--- src/rtl/arith_pkg.sv ---
// Shared arithmetic definitions for the multiplier/divider datapath.
// Width defaults, divider FSM states and two's-complement helpers.
package arith_pkg;

    localparam int DW_DEFAULT = 16;
    localparam int VW_DEFAULT = 8;

    typedef enum logic [1:0] {
        IDLE,
        DIV,
        FIX
    } div_state_e;

    // Helpers work on a 32-bit container.
    // Callers sign-extend into it and cast the result back to their width.
    function automatic logic [31:0] twos_neg(input logic [31:0] x);
        return ~x + 32'd1;
    endfunction

    function automatic logic [31:0] twos_abs(input logic [31:0] x);
        return x[31] ? twos_neg(x) : x;
    endfunction

endpackage

--- src/rtl/div_step.sv ---
// One restoring-division iteration: shift in a dividend bit, trial-subtract.
// Ports: rem_i/bit_i/dvs_i in; rem_o (new partial remainder), qbit_o out.
module div_step
    import arith_pkg::*;
#(
    parameter int VW = VW_DEFAULT
) (
    input  logic [VW:0]   rem_i,
    input  logic          bit_i,
    input  logic [VW-1:0] dvs_i,
    output logic [VW:0]   rem_o,
    output logic          qbit_o
);

    logic [VW:0]   shifted;
    logic [VW+1:0] diff;

    // The incoming remainder is always below |divisor| <= 2^(VW-1),
    // so its top bit is zero and dropping it in the shift loses nothing.
    assign shifted = {rem_i[VW-1:0], bit_i};
    assign diff    = {1'b0, shifted} - {2'b00, dvs_i};

    always_comb begin
        rem_o  = shifted;
        qbit_o = 1'b0;
        if (!diff[VW+1]) begin
            rem_o  = diff[VW:0];
            qbit_o = 1'b1;
        end
    end

endmodule

--- src/rtl/signed_divider.sv ---
// Sequential signed divider, one quotient bit per clock (restoring).
// Ports: clk, reset (sync, high), start, dividend, divisor in;
//        quotient, remainder, busy, done, div_by_zero, overflow out.
module signed_divider
    import arith_pkg::*;
#(
    parameter int DW = DW_DEFAULT,
    parameter int VW = VW_DEFAULT
) (
    input  logic          clk,
    input  logic          reset,
    input  logic          start,
    input  logic [DW-1:0] dividend,
    input  logic [VW-1:0] divisor,
    output logic [DW-1:0] quotient,
    output logic [VW-1:0] remainder,
    output logic          busy,
    output logic          done,
    output logic          div_by_zero,
    output logic          overflow
);

    localparam int CW = $clog2(DW);

    div_state_e    state_q, state_d;
    logic [DW-1:0] dvd_q, dvd_d;
    logic [VW-1:0] dvs_q, dvs_d;
    logic [VW:0]   rem_q, rem_d;
    logic [CW-1:0] cnt_q, cnt_d;
    logic          sgnq_q, sgnq_d;
    logic          sgnr_q, sgnr_d;
    logic          ovfp_q, ovfp_d;
    logic          dzp_q, dzp_d;
    logic [DW-1:0] quo_q, quo_d;
    logic [VW-1:0] remo_q, remo_d;
    logic          busy_q, busy_d;
    logic          done_q, done_d;
    logic          dbz_q, dbz_d;
    logic          ovf_q, ovf_d;

    logic [DW-1:0] dvd_abs;
    logic [VW-1:0] dvs_abs;
    logic [DW-1:0] quo_neg;
    logic [VW-1:0] rem_neg;
    logic [VW:0]   step_rem;
    logic          step_q;
    logic          is_ovf;

    // -128 becomes unsigned 128, which still fits VW bits.
    assign dvd_abs = DW'(twos_abs(32'(signed'(dividend))));
    assign dvs_abs = VW'(twos_abs(32'(signed'(divisor))));
    assign quo_neg = DW'(twos_neg(32'(dvd_q)));
    assign rem_neg = VW'(twos_neg(32'(rem_q[VW-1:0])));

    assign is_ovf = (dividend == {1'b1, {(DW-1){1'b0}}})
                 && (divisor == '1);

    div_step #(.VW(VW)) u_step (
        .rem_i  (rem_q),
        .bit_i  (dvd_q[DW-1]),
        .dvs_i  (dvs_q),
        .rem_o  (step_rem),
        .qbit_o (step_q)
    );

    always_ff @(posedge clk) begin
        if (reset) begin
            state_q <= IDLE;
            dvd_q   <= '0;
            dvs_q   <= '0;
            rem_q   <= '0;
            cnt_q   <= '0;
            sgnq_q  <= 1'b0;
            sgnr_q  <= 1'b0;
            ovfp_q  <= 1'b0;
            dzp_q   <= 1'b0;
            quo_q   <= '0;
            remo_q  <= '0;
            busy_q  <= 1'b0;
            done_q  <= 1'b0;
            dbz_q   <= 1'b0;
            ovf_q   <= 1'b0;
        end else begin
            state_q <= state_d;
            dvd_q   <= dvd_d;
            dvs_q   <= dvs_d;
            rem_q   <= rem_d;
            cnt_q   <= cnt_d;
            sgnq_q  <= sgnq_d;
            sgnr_q  <= sgnr_d;
            ovfp_q  <= ovfp_d;
            dzp_q   <= dzp_d;
            quo_q   <= quo_d;
            remo_q  <= remo_d;
            busy_q  <= busy_d;
            done_q  <= done_d;
            dbz_q   <= dbz_d;
            ovf_q   <= ovf_d;
        end
    end

    always_comb begin
        state_d = state_q;
        dvd_d   = dvd_q;
        dvs_d   = dvs_q;
        rem_d   = rem_q;
        cnt_d   = cnt_q;
        sgnq_d  = sgnq_q;
        sgnr_d  = sgnr_q;
        ovfp_d  = ovfp_q;
        dzp_d   = 1'b0;
        quo_d   = quo_q;
        remo_d  = remo_q;
        busy_d  = busy_q;
        done_d  = 1'b0;
        dbz_d   = dbz_q;
        ovf_d   = ovf_q;

        // Divide-by-zero answers one cycle after its start, from IDLE.
        if (dzp_q) begin
            done_d = 1'b1;
            dbz_d  = 1'b1;
            ovf_d  = 1'b0;
            quo_d  = '0;
            remo_d = '0;
        end

        unique case (state_q)
            IDLE: begin
                if (start) begin
                    if (divisor == '0) begin
                        dzp_d = 1'b1;
                    end else begin
                        dvd_d   = dvd_abs;
                        dvs_d   = dvs_abs;
                        rem_d   = '0;
                        cnt_d   = '0;
                        sgnq_d  = dividend[DW-1] ^ divisor[VW-1];
                        sgnr_d  = dividend[DW-1];
                        ovfp_d  = is_ovf;
                        busy_d  = 1'b1;
                        state_d = DIV;
                        if (!dzp_q) begin
                            dbz_d = 1'b0;
                            ovf_d = 1'b0;
                        end
                    end
                end
            end
            DIV: begin
                // Dividend register doubles as the quotient shift register.
                dvd_d = {dvd_q[DW-2:0], step_q};
                rem_d = step_rem;
                cnt_d = cnt_q + CW'(1);
                if (cnt_q == CW'(DW - 1)) begin
                    state_d = FIX;
                end
            end
            FIX: begin
                quo_d   = sgnq_q ? quo_neg : dvd_q;
                remo_d  = sgnr_q ? rem_neg : rem_q[VW-1:0];
                ovf_d   = ovfp_q;
                dbz_d   = 1'b0;
                done_d  = 1'b1;
                busy_d  = 1'b0;
                state_d = IDLE;
            end
            default: state_d = IDLE;
        endcase
    end

    assign quotient    = quo_q;
    assign remainder   = remo_q;
    assign busy        = busy_q;
    assign done        = done_q;
    assign div_by_zero = dbz_q;
    assign overflow    = ovf_q;

endmodule
--- config.mk ---
export PLATFORM = sky130hd
export DESIGN_NAME = signed_divider
export DESIGN_NICKNAME = d
export VERILOG_FILES = /design/src/rtl/arith_pkg.sv /design/src/rtl/div_step.sv /design/src/rtl/signed_divider.sv
export SDC_FILE = /design/constraint.sdc
export NUM_CORES = 1
export LEC_CHECK = 0
export CAP_MARGIN = 10
export CORE_MARGIN = 4
export CORE_UTILIZATION = 51
export CTS_BUF_LIST = sky130_fd_sc_hd__clkbuf_8
export CTS_CLUSTER_SIZE = 12
export DETAILED_ROUTE_END_ITERATION = 10
export MAX_ROUTING_LAYER = met4
export PLACE_DENSITY = 0.8
export SLEW_MARGIN = 20
export SYNTH_ARGS = -nofsm -noshare
export SYNTH_HDL_FRONTEND = slang
export SYNTH_SLANG_ARGS = --single-unit
--- constraint.sdc ---
create_clock -name clk -period 2.1 [get_ports clk]
set_input_delay 0.42 -clock clk [delete_from_list [all_inputs] [get_ports clk]]
set_output_delay 0.42 -clock clk [all_outputs]
set_load 0.02 [all_outputs]
==> results.sh <==
export IMPL_cts_tree="done"
export IMPL_power_mw=3.84
export IMPL_synth_area_leaders="dfxtp_1 (36%), xor2_1 (6.5%), nor2_1 (5.1%)"
export IMPL_ioPinCount=55
export IMPL_crit_cells=6
export IMPL_netlist_area_um2=3890
export IMPL_setup_viol=0
export IMPL_post_synth_fa_ha_maj_area_fraction_pct=5.02
export IMPL_r2r_end="dvd_q[0]"
export IMPL_syn2layout_area_growth_pct=38.8
export IMPL_r2r_setup_slack_ns=0.09
export IMPL_cts_buffers=9
export IMPL_required_ns=2.35
export IMPL_critPathMaxStageDelay_ns=0.53
export IMPL_synth_xor_area_share_pct=9.92
export IMPL_yosysTopAreaCellShare_pct=36.1
export IMPL_ys_warn_count=0
export IMPL_crit_fanout=3
export IMPL_cts_root_buf="clkbuf_8"
export IMPL_crit_arrival_ns=2.28
export IMPL_first_global_vias=3880
export IMPL_synth_edf_count=0
export IMPL_yosys_area_top_type="dfxtp_1"
export IMPL_met1_usage_pct=31.4
export IMPL_synth_simple_area_share_pct=20.5
export IMPL_clkLatencyLatePin_ns=0.36
export IMPL_cts_max_level=3
export IMPL_ff2ff_path_depth=9
export IMPL_grt_pass1_wl_um=18000
export IMPL_clockBufferDepth=2
export IMPL_finalHoldViolCount=0
export IMPL_slowest_stage="or4_4"
export IMPL_endpoint="dvd_q[14]"
export IMPL_synthDistinctLibCells=53
export IMPL_grt_met3_usage_pct=4.03
export IMPL_slew_viol_final=0
export IMPL_hpwl_um=8300
export IMPL_drc=0
export IMPL_synth_seq_area_share_pct=36.1
export IMPL_maxCapViolations=0
export IMPL_peakVddDrop_v=0.000321
export IMPL_nets=645
export IMPL_ys_flop_type="dfxtp_1"
export IMPL_grt_use_total_pct=25.9
export IMPL_power_leakage_nw=2.18
export IMPL_period_share_pct=96.9
export IMPL_muxShareOfSynthArea_pct=2.58
export IMPL_cpLargestDelayFamily="simple AND/OR/NAND/NOR gates"
export IMPL_finalCriticalPeriod_ns=2.03
export IMPL_power_density_nw_per_um2=712
export IMPL_grt_overflow_total=0
export IMPL_hold_buffers=0
export IMPL_drtPass1Iterations=5
export IMPL_fin_worst_skew_ns=0.0106
export IMPL_initial_core_util_pct=53.0
export IMPL_crit_top_cell="or4_4"
export IMPL_core_um2=7330
export IMPL_ant_nets=0
export IMPL_num_antenna_cells=0
export IMPL_row_count=31
export IMPL_worstSetupPathType="in2reg"
export IMPL_place_gp_congestion=0.955
export IMPL_die_w_um=95.3
export IMPL_r2r_start="dvs_q[5]"
export IMPL_synth_top_family_by_area="compound AO/OA/AOI/OAI gates"
export IMPL_portBuffers=54
export IMPL_clock_sinks=70
export IMPL_drive_gt1_share_pct=19.9
export IMPL_ys_top_cells_by_count="dfxtp_1 (70), nor2_1 (53), nand2_1 (46)"
export IMPL_synth_compound_area_share_pct=21.5
export IMPL_relSlewSlack_pct=59.7
export IMPL_worstSetupEndpointType="register"
export IMPL_syn_nets=522
export IMPL_wl_per_cell_um=15.7
export IMPL_setup_ws_ns=0.0650
export IMPL_hp_class="reg2reg"
export IMPL_cts_clk_slew_worst_paths_ns=0.08
export IMPL_dp_slack_ns=-0.677
export IMPL_ys_async_sr_fraction_pct=0
export IMPL_grt_max_degree=19
export IMPL_syn_area_per_cell_um2=8.10
export IMPL_synth_seq_cells=70
export IMPL_fp_dieH_um=95.3
export IMPL_yosysMostFrequentCell="dfxtp_1"
export IMPL_vias=4012
export IMPL_setup_tns_final_ns=0
export IMPL_max_freq_mhz=491
export IMPL_drt_initial_drc_count=246
export IMPL_crit_path_cell_trace="dlygate4sd2_1 -> or4_4 -> or4_4 -> o31ai_4 -> xnor2_1 -> o31a_1"
export IMPL_cp_start_kind="primary input"
export IMPL_final_cell_area_um2=5400
export IMPL_syn_inst=480
export IMPL_cp_startpoint="dividend[6]"
export IMPL_busiest_layer="met2"
export IMPL_met2_usage_pct=42.7
export IMPL_grt_antenna_before_repair=0
export IMPL_status="finished, final reports clean"
export IMPL_worstMarginPinSlew_ns=0.604
export IMPL_die_area_um2=9080
export IMPL_vias_per_cell=5.67
export IMPL_dpl_instance_area_um2=5050
export IMPL_crit_buf_inv=1
export IMPL_drt_wl_total_um=11100
state kept, by name (all words and copies together) (netlist names):
| signal | flops |
|---|---|
| dvd_q | 16 |
| quotient | 16 |
| dvs_q | 8 |
| rem_q | 8 |
| remainder | 8 |
| cnt_q | 4 |
| state_q | 2 |
| busy | 1 |
| div_by_zero | 1 |
| done | 1 |
| dzp_q | 1 |
| overflow | 1 |
| ovfp_q | 1 |
| sgnq_q | 1 |
| sgnr_q | 1 |
logic make-up (layout without fill, tap and decap cells):
logic type / Yosys count / in the layout
fa+ha+maj: 15 / 15
mux: 10 / 10
compound gates: 130 / 130
xor+xnor: 44 / 44
flops: 70 / 70
buf+inv: 45 / 173
simple gates: 166 / 166
layer usage:
layer	vias to the layer above	part of all wire [%]
li1	1957	-
met1	1896	43
met2	128	49
met3	31	5.0
met4	0	2.7
met5	-	0
layout make-up:
class                      instances  area [um^2]
clock buffer                       9          124
clock inverter                     7          114
fill                             523         1940
inverter                          23         86.3
multi-input combinational        365         2410
sequential                        70         1400
tap                               99          124
timing repair buffer             134         1140
placed cells by master, fill, tap and decap left out, types with 3 or more instances in the layout:
| cell type | instances |
|---|---|
| buf_4 | 79 |
| dfxtp_1 | 70 |
| nor2_1 | 51 |
| clkdlybuf4s50_1 | 50 |
| nand2_1 | 46 |
| o21ai_0 | 31 |
| xor2_1 | 29 |
| a21oi_1 | 29 |
| inv_1 | 25 |
| xnor2_1 | 15 |
| ha_1 | 13 |
| nor3_1 | 11 |
| a211oi_1 | 11 |
| a31oi_1 | 11 |
| mux2i_1 | 10 |
| nand3_1 | 9 |
| clkbuf_8 | 9 |
| nand2b_1 | 8 |
| o211ai_1 | 7 |
| nor2b_1 | 6 |
| o31ai_1 | 6 |
| nand3b_1 | 4 |
| o41ai_1 | 4 |
| nor4_1 | 4 |
| a21oi_2 | 4 |
| nand4_1 | 4 |
| and3_1 | 4 |
| dlygate4sd2_1 | 4 |
| or4_1 | 3 |
| a32oi_1 | 3 |
| bufinv_16 | 3 |
where the power goes:
group	internal, mW	switching [mW]	leakage (nW)	total [mW]
clock	0.784	0.523	0.122	1.31
sequential	1.39	0.0667	0.570	1.46
combinational	0.524	0.553	1.48	1.08
total	2.70	1.14	2.18	3.84
worst min-delay path by stage:
stage,startpoint,endpoint,slack (ns),depth (start not counted)
final,quotient[15],quotient[15],0.45,2
after global placement,quotient[15],quotient[15],0.43,2
after CTS,quotient[15],quotient[15],0.45,2
after detailed placement,quotient[15],quotient[15],0.44,2
after floorplan,dvs_q[7],dvs_q[7],0.43,2
after global routing,remainder[6],remainder[6],0.49,2
per-stage QoR:
step	instances	hold WS, ns	utilization [%]
floorplan	480	0.432	-
global placement	689	0.434	68.9
detailed placement	689	0.444	68.9
CTS	705	0.454	72.4
global route	707	0.485	73.6
finish	707	0.450	73.6
repair_timing:
| action | in CTS | in global routing |
|---|---|---|
| gates resized for setup | 10 | 17 |
| setup buffers | 0 | 2 |
| endpoints found under the setup margin | 39 | 19 |
| pin swaps | 5 | 4 |
worst reg2reg max path, stage by stage (launching register included):
cell	delay, ns
dfxtp_1	0.34
inv_1	0.06
ha_1	0.31
nand4_1	0.15
a2111oi_4	0.32
buf_4	0.17
nor2_2	0.05
buf_4	0.15
o221a_2	0.21
a211oi_1	0.19
(Power assumes the default switching activity.)
